### src/rtl/mem_pkg.sv
// ---------------------------------------------------------------------------
// | mem_pkg                                                                 |
// | Shared state encoding and constants for the memory-access stage.        |
// | Revision: 1.0                                                           |
// ---------------------------------------------------------------------------
`default_nettype none

package mem_pkg;

  typedef enum logic [1:0] {
    IDLE   = 2'd0,
    ACCESS = 2'd1,
    HALT   = 2'd2
  } state_t;

  localparam int C_DEFAULT_TIMEOUT = 16;

  // Low address bits that must be zero for a doubleword-aligned access
  localparam int C_ALIGN_BITS = 3;

endpackage

`default_nettype wire

### src/rtl/ack_timer.sv
// ---------------------------------------------------------------------------
// | ack_timer                                                               |
// | Saturating wait counter; done flags the last allowed ACCESS cycle.      |
// | Revision: 1.0                                                           |
// ---------------------------------------------------------------------------
`default_nettype none

module ack_timer
  import mem_pkg::*;
#(
  parameter int TIMEOUT = C_DEFAULT_TIMEOUT
) (
  input  logic clk,
  input  logic reset,
  input  logic clear,
  input  logic enable,
  output logic done
);

  localparam int C_W = (TIMEOUT > 1) ? $clog2(TIMEOUT) : 1;
  localparam logic [C_W-1:0] C_LAST = C_W'(TIMEOUT - 1);

  logic [C_W-1:0] count_q;
  logic [C_W-1:0] count_d;

  assign done = (count_q == C_LAST);

  always_comb begin
    count_d = count_q;
    if (clear) begin
      count_d = '0;
    end else if (enable && !done) begin
      count_d = count_q + 1'b1;
    end
  end

  always_ff @(posedge clk) begin
    if (!reset) begin
      count_q <= '0;
    end else begin
      count_q <= count_d;
    end
  end

endmodule

`default_nettype wire

### src/rtl/memory_access.sv
// ---------------------------------------------------------------------------
// | memory_access                                                           |
// | Pipeline MEM stage: issues data-memory requests, builds the writeback   |
// | bundle and resolves branches; faults halt the stage until reset.        |
// | Revision: 1.0                                                           |
// ---------------------------------------------------------------------------
`default_nettype none

module memory_access
  import mem_pkg::*;
#(
  parameter int N       = 64,
  parameter int TIMEOUT = C_DEFAULT_TIMEOUT
) (
  input  logic         clk,
  input  logic         reset,
  input  logic         ex_valid,
  output logic         ex_ready,
  input  logic [N-1:0] aluResult_E,
  input  logic [N-1:0] writeData_E,
  input  logic [N-1:0] PCBranch_E,
  input  logic         zero_E,
  input  logic         memRead_E,
  input  logic         memWrite_E,
  input  logic         branch_E,
  input  logic         regWrite_E,
  input  logic         memtoReg_E,
  input  logic [4:0]   rd_E,
  output logic         dm_req,
  output logic         dm_we,
  output logic [N-1:0] dm_addr,
  output logic [N-1:0] dm_wdata,
  input  logic         dm_ack,
  input  logic [N-1:0] dm_rdata,
  output logic         wb_valid,
  output logic [N-1:0] readData_W,
  output logic [N-1:0] aluResult_W,
  output logic [4:0]   rd_W,
  output logic         regWrite_W,
  output logic         memtoReg_W,
  output logic         PCSrc_M,
  output logic [N-1:0] PCBranch_M,
  output logic         err_M
);

  state_t         state_q, state_d;
  logic [N-1:0]   alu_q, alu_d;
  logic [N-1:0]   wdata_q, wdata_d;
  logic [N-1:0]   pcbr_q, pcbr_d;
  logic [N-1:0]   rdata_q, rdata_d;
  logic [4:0]     rd_q, rd_d;
  logic           we_q, we_d;
  logic           regwrite_q, regwrite_d;
  logic           memtoreg_q, memtoreg_d;
  logic           take_q, take_d;
  logic           wb_valid_q, wb_valid_d;
  logic           err_q, err_d;

  logic           w_accept;
  logic           w_is_mem;
  logic           w_misaligned;
  logic           w_enter_access;
  logic           w_timer_done;

  // Held low while reset is asserted so no op is taken during reset
  assign ex_ready       = (state_q == IDLE) && reset;
  assign w_accept       = ex_valid && ex_ready;
  assign w_is_mem       = memRead_E || memWrite_E;
  assign w_misaligned   = (aluResult_E[C_ALIGN_BITS-1:0] != '0);
  assign w_enter_access = w_accept && w_is_mem && !w_misaligned;

  ack_timer #(
    .TIMEOUT (TIMEOUT)
  ) u_ack_timer (
    .clk    (clk),
    .reset  (reset),
    .clear  (w_enter_access),
    .enable ((state_q == ACCESS) && !dm_ack),
    .done   (w_timer_done)
  );

  always_comb begin
    state_d    = state_q;
    alu_d      = alu_q;
    wdata_d    = wdata_q;
    pcbr_d     = pcbr_q;
    rdata_d    = rdata_q;
    rd_d       = rd_q;
    we_d       = we_q;
    regwrite_d = regwrite_q;
    memtoreg_d = memtoreg_q;
    take_d     = take_q;
    wb_valid_d = 1'b0;
    err_d      = err_q;

    case (state_q)
      IDLE: begin
        if (w_accept) begin
          alu_d      = aluResult_E;
          wdata_d    = writeData_E;
          pcbr_d     = PCBranch_E;
          rd_d       = rd_E;
          we_d       = memWrite_E;
          regwrite_d = regWrite_E;
          memtoreg_d = memtoReg_E;
          take_d     = branch_E && zero_E;
          if (!w_is_mem) begin
            wb_valid_d = 1'b1;
          end else if (w_misaligned) begin
            regwrite_d = 1'b0;
            take_d     = 1'b0;
            err_d      = 1'b1;
            state_d    = HALT;
          end else begin
            state_d    = ACCESS;
          end
        end
      end
      ACCESS: begin
        // An ack on the final wait cycle still wins over the timeout
        if (dm_ack) begin
          rdata_d    = dm_rdata;
          wb_valid_d = 1'b1;
          state_d    = IDLE;
        end else if (w_timer_done) begin
          regwrite_d = 1'b0;
          take_d     = 1'b0;
          err_d      = 1'b1;
          state_d    = HALT;
        end
      end
      HALT: begin
        state_d = HALT;
      end
      default: begin
        state_d = IDLE;
      end
    endcase
  end

  always_ff @(posedge clk) begin
    if (!reset) begin
      state_q    <= IDLE;
      alu_q      <= '0;
      wdata_q    <= '0;
      pcbr_q     <= '0;
      rdata_q    <= '0;
      rd_q       <= '0;
      we_q       <= 1'b0;
      regwrite_q <= 1'b0;
      memtoreg_q <= 1'b0;
      take_q     <= 1'b0;
      wb_valid_q <= 1'b0;
      err_q      <= 1'b0;
    end else begin
      state_q    <= state_d;
      alu_q      <= alu_d;
      wdata_q    <= wdata_d;
      pcbr_q     <= pcbr_d;
      rdata_q    <= rdata_d;
      rd_q       <= rd_d;
      we_q       <= we_d;
      regwrite_q <= regwrite_d;
      memtoreg_q <= memtoreg_d;
      take_q     <= take_d;
      wb_valid_q <= wb_valid_d;
      err_q      <= err_d;
    end
  end

  assign dm_req      = (state_q == ACCESS);
  assign dm_we       = we_q && (state_q == ACCESS);
  assign dm_addr     = alu_q;
  assign dm_wdata    = wdata_q;
  assign wb_valid    = wb_valid_q;
  assign readData_W  = rdata_q;
  assign aluResult_W = alu_q;
  assign rd_W        = rd_q;
  assign regWrite_W  = regwrite_q;
  assign memtoReg_W  = memtoreg_q;
  assign PCSrc_M     = wb_valid_q && take_q;
  assign PCBranch_M  = pcbr_q;
  assign err_M       = err_q;

endmodule

`default_nettype wire

### config.mk
export PLATFORM = sky130hd
export DESIGN_NAME = memory_access
export DESIGN_NICKNAME = d
export VERILOG_FILES = /design/src/rtl/mem_pkg.sv /design/src/rtl/ack_timer.sv /design/src/rtl/memory_access.sv
export SDC_FILE = /design/constraint.sdc
export NUM_CORES = 1
export LEC_CHECK = 0
export ABC_CLOCK_PERIOD_IN_PS = 1500
export CAP_MARGIN = 10
export CORE_AREA = 2 2 237 239
export CTS_CLUSTER_DIAMETER = 200
export DETAILED_ROUTE_END_ITERATION = 6
export DIE_AREA = 0 0 239 241
export PLACE_DENSITY = 0.45
export SLEW_MARGIN = 25
export SYNTH_ARGS = -nofsm -noshare
export SYNTH_HDL_FRONTEND = slang
export SYNTH_HIERARCHICAL = 1
export SYNTH_SLANG_ARGS = --single-unit
export TNS_END_PERCENT = 10
### constraint.sdc
create_clock -name clk -period 1.5 [get_ports clk]
set_input_delay 0.3 -clock clk [delete_from_list [all_inputs] [get_ports clk]]
set_output_delay 0.3 -clock clk [all_outputs]
set_load 0.03 [all_outputs]
## Word-level counts from Yosys, hierarchy flattened

Cells that the tools add are included.

| storage, ports and cells | value |
|---|---|
| register bits after elaboration | 273 |
| input port bits | 271 |
| output and inout port bits | 333 |
| word-level logic and storage cells | 72 |

| operators by class | value |
|---|---|
| add/subtract/negate cells | 1 |
| equal/unequal tests | 9 |
| multiplexer cells | 26 |
| bitwise gates (word level) | 1 |
| reductions and logical operators | 22 |

Operators by type and width:

| operator | count |
|---|---|
| $mux 1 | 16 |
| $mux 2 | 5 |
| $logic_and 1x1->1 | 9 |
| $ne 2x2->1 const B | 4 |
| $pmux 1 s2 | 4 |
| $pmux 2 s3 | 1 |
| $reduce_and 6->1 | 1 |
| $add 4x1->4 const B | 1 |
| $eq 4x4->1 const B | 1 |
| $reduce_and 2->1 | 2 |
| $reduce_and 4->1 | 1 |
| $logic_not 1->1 | 3 |
| $ne 3x1->1 const B | 1 |
| $reduce_and 3->1 | 1 |
| $reduce_bool 3->1 | 1 |
| $eq 2x1->1 const B | 1 |
| $eq 2x2->1 const B | 1 |
| $logic_not 2->1 | 1 |
| $ne 2x1->1 const B | 1 |
| $reduce_bool 2->1 | 1 |
| $reduce_or 2->1 | 1 |
| $logic_or 1x1->1 | 1 |
| $not 1->1 | 1 |

## Longest topological paths before layout

| logic depth | value |
|---|---|
| depth in word-level cells | 6 |
| mapped depth | 7 |
| depth with buffers taken out | 5 |

## By module

The synthesis kept the hierarchy.

Modules (own cells, without submodules):

| module | times used | cells each | area each (um2) | seq. area each (um2) |
|---|---|---|---|---|
| memory_access | 1 | 1242 | 10082.2 | 5385.2 |
| ack_timer | 1 | 22 | 197.7 | 80.1 |

## Worst setup path after synthesis

No wires, ideal clock.

| timing path | value |
|---|---|
| path kind | register to register |
| start | reg state_q[0] |
| end | reg u_ack_timer.count_q[0] |
| library setup time | 70 ps |
| arrival | 1845 ps |
| required time | 1430 ps |
| setup slack | -414 ps |
| cell stages (with the launch flop) | 7 |
| path buffers | 1 |
| clock period less this slack | 1914 ps |
| cell sequence | dfxtp_1 > buf_6 > nor2b_1 > nor2b_1 > clkinv_1 > or3_1 > a21oi_1 |

| between the ends | value |
|---|---|
| elaborated cells between the ends (all ways) | 9 |
| classes of those cells | 1 x eq/ne; 8 x reduce/logical |

RTL lines:

| item | line | source |
|---|---|---|
| start: declaration | memory_access.sv:46 | `state_t state_q, state_d;` |
| start signal: assignment | memory_access.sv:156 | `state_q <= state_d;` |
| $eq 2x1->1 | n/a |  |
| net dm_req | memory_access.sv:29 | `output logic dm_req,` |
| $logic_and 1x1->1 | memory_access.sv:78 | `.enable ((state_q == ACCESS) && !dm_ack),` |
| $logic_and 1x1->1 | ack_timer.sv:32 | `end else if (enable && !done) begin` |
| end signal: assignment | ack_timer.sv:41 | `count_q <= count_d;` |
| end: declaration | ack_timer.sv:23 | `logic [C_W-1:0] count_q;` |

The timed path passes the listed nets, and every way through them passes these cells.
A chain may end at the register's enable or synchronous reset.

## Worst setup path after layout

| timing path | value |
|---|---|
| start | reg state_q[1] |
| end | out dm_we |

| between the ends | value |
|---|---|
| longest elaborated chain between the ends | 2 |

RTL lines:

| item | line | source |
|---|---|---|
| $eq 2x1->1 | memory_access.sv:172 | `assign dm_we = we_q && (state_q == ACCESS);` |
| $logic_and 1x1->1 | memory_access.sv:172 |  |
| end: declaration | memory_access.sv:30 | `output logic dm_we,` |

Every way passes these cells.

==> run summary <==
per-cell routed wire length - 15.8 um
critical path class - flip-flop to output pin
Yosys Warn Count - 6
fin nets - 2075
H-tree levels - 2
DRC viols - 0
CP endpoint kind - output pin
Clk Latency, worst-skew pair - 520 ps
vias post-DR - 9892
fin. max-slew vios - 0
library cells used by synthesis - 33
slowest CP cell - dfxtp_4
Routed WL - 40100 um
worst-margin pin slew - 363 ps
Via density - 3.91
drt initial violations - 324
Die ar. - 0.0576 mm2
Post-synth EDFFs - 0
Layout Utilization - 0.302
max_cap viols - 0
CP Buf/Inv Count - 3
maximum vdd drop - 0.592 mV
TritonCTS Buffers - 34
CP Depth - 5
CP max stage delay - 360 ps
RSZ-0062 raised after global routing - true
status - finished, violations left
Syn Area/Cell - 8.13 um2
port bufs - 603
Hold WS - 56.1 ps
largest net degree at the start of global routing - 60
clk sinks - 273
min Tclk post-route - 1770 ps
FF+latch count, synth - 273
Max Buffers Root-to-Sink - 3
post-synthesis sequential area ratio - 0.532
Die Width - 239 um
Arr. time, crit path - 1470 ps
r2r setup slk - -40 ps
Critical Path End - dm_we
critical path cell sequence - buf_12, nor2b_4, buf_6, and2_4, buf_6
top_reg_cell synth - dfxtp_1
cells after synthesis - 1264
LEAKAGE - 6.94 nW
Worst Setup SP - state_q[1]$_SDFFE_PN0P_
Clock transition at path regs - 60 ps
reg-to-reg endpoint - u_ack_timer/count_q[0]$_SDFFE_PP0P_
Synth Cell Area - 0.0103 mm2
TritonRoute pass-1 iters - 6
Filler cells - 5954
gr ovfl total - 0
DRT met1 WL - 16200 um
all-layer global routing usage - 0.132
FF-to-FF Start - state_q[1]$_SDFFE_PN0P_
Clock Tree Root - clkbuf_16
I/O Pins - 604
worst path required time - 1200 ps
via count of the first global-routing pass - 9696
CP Launch Type - flip-flop
R2R depth - 8
final period utilization - 1.18
relative slew slack - 0.755
Final WS setup - -271 ps
setup violators final - 4
Fin. Hold Viols - 0
initial core utilization - 0.187
Layout area overhead - 61.4%
gpl congestion - 0.784
pre-CTS setup slack - -320 ps
crit-path leading delay family - flip-flops
Max Fanout on Critical Path - 4
Power Dens Cells - 1190 mW/mm2
max frequency - 0.565 GHz
CTS tree - done
failing checks - negative setup slack
antenna violations before repair - 3
post-synthesis async set-or-reset flop share - 0
global-route wire length before repair - 58900 um
die height - 241 um
metal3 WL - 3660 um
fraction of layout cells with a size suffix above 1 - 0.252
Post-Syn Nets - 1536
Core Region - 0.0549 mm2
CP most frequent cell - buf_6
site row count - 86
Final ANT Viol Nets - 0
met2 routed WL - 19600 um
worst min path class - input port to flip-flop
skew final - 12.5 ps
HPWL Detailed - 30100 um
Top Metal Used - met5
==> worst min-delay path by stage <==
| stage | to | slack, ps | from | depth (start not counted) |
|---|---|---|---|---|
| finish | state_q[1]$_SDFFE_PN0P_ | 60 | reset | 2 |
| floorplan | PCBranch_M[0]$_SDFFE_PN0P_ | 410 | PCBranch_E[0] | 2 |
| detailed placement | dm_wdata[48]$_SDFFE_PN0P_ | 450 | dm_wdata[48]$_SDFFE_PN0P_ | 2 |
| global route | state_q[1]$_SDFFE_PN0P_ | 30 | reset | 2 |
| CTS | state_q[1]$_SDFFE_PN0P_ | 9 | reset | 2 |
| global placement | we_q$_SDFFE_PN0P_ | 440 | we_q$_SDFFE_PN0P_ | 2 |
==> kinds of logic (layout without fill, tap and decap cells) <==
logic type	after synthesis	count (layout)	share of synthesized area
adders and majority gates	1	1	0.00122
DFF	273	273	0.532
AOI/OAI and AO/OA	278	278	0.153
buffers and inverters	155	718	0.102
other	0	1	0
and+or+nand+nor	557	557	0.213
==> power breakdown <==
part | internal, mW | switching, mW
clock network | 5.06 | 3.22
registers | 7.69 | 0.271
logic | 1.43 | 2.06
total | 14.2 | 5.55
==> cell usage after synthesis, types with 3 or more instances <==
cell type | count | area, um2
a21boi_0 | 64 | 480
buf_4 | 65 | 488
nor2b_1 | 3 | 18.8
o21ai_1 | 3 | 15.0
clkbuf_2 | 10 | 50.1
nand2_1 | 526 | 1970
buf_6 | 25 | 282
dfxtp_1 | 273 | 5470
clkbuf_1 | 37 | 139
or3_1 | 3 | 18.8
a21oi_1 | 5 | 25.0
o21ai_0 | 202 | 1010
nor3b_1 | 3 | 22.5
nand2b_1 | 4 | 25.0
buf_2 | 17 | 85.1
nor2_1 | 3 | 11.3
==> final cells by class <==
class                      instances  area [um2]  area share
clock inverter                    10         104     0.00626
antenna                            1        2.50    0.000151
tap                              704         881      0.0531
inverter                           1        3.75    0.000226
clock buffer                      50        1020      0.0616
timing repair buffer             657        5280       0.318
sequential                       273        5470       0.330
multi-input combinational        836        3830       0.231
==> stage by stage <==
stage               cells  power, mW  setup TNS (ps)  instance area (um2)
global route         2531       20.7           -1690                16600
global placement     2466       12.1          -66120                16900
CTS                  2529       20.2          -10400                16900
finish               2532       19.7            -726                16600
floorplan            1264       10.0           -8.11                10300
detailed placement   2466       12.1          -69390                16900
==> timing repair <==
item                                   4_1_cts  5_1_grt
pin swaps                                    1        3
setup buffers                                3        2
setup endpoints to repair                  312      178
resized for setup                         1156      246
endpoints found under the hold margin        0        0
hold buffers                                 0        0
==> sequential cells by signal, indices dropped and copies added (netlist names), 2 cells and up <==
signal,cells
u_ack_timer/count_q,4
rd_W,5
dm_wdata,64
PCBranch_M,64
aluResult_W,64
state_q,2
readData_W,64
==> worst reg2reg max path, stage by stage (launching register included) <==
cell     delay, ps
dfxtp_4        360
buf_12         120
nor2b_4        110
buf_4          110
buf_4           80
nor2b_4        180
inv_2           50
or3_1          340
a21oi_1        120
==> cells in the final DEF (no fill, tap or decap), types with 2 or more instances in the layout <==
cell type        count
clkbuf_2            94
buf_6                7
nand2_1            525
buf_4               48
nand3b_1             2
bufinv_16            2
clkbuf_16           35
nor2_1               2
buf_12              29
o21ai_0            188
buf_16               2
clkbuf_1             6
buf_2              207
o21ai_1             17
nor2b_4              2
a21boi_0            45
a21boi_1            19
clkbuf_8             9
dfxtp_2              3
nand2b_1             4
dfxtp_1            269
and2_4               2
a21oi_1              5
clkdlybuf4s50_1    269
or3_1                3
and3_1               2
clkinv_2             7
nor3b_1              2
==> layer usage <==
metal	up-vias	GRT usage
met1	4409	0.154
met4	4	0.0307
li1	5082	-
met5	-	0
met2	351	0.227
met3	46	0.0509
Note: power is estimated with default switching activity, not from simulation.
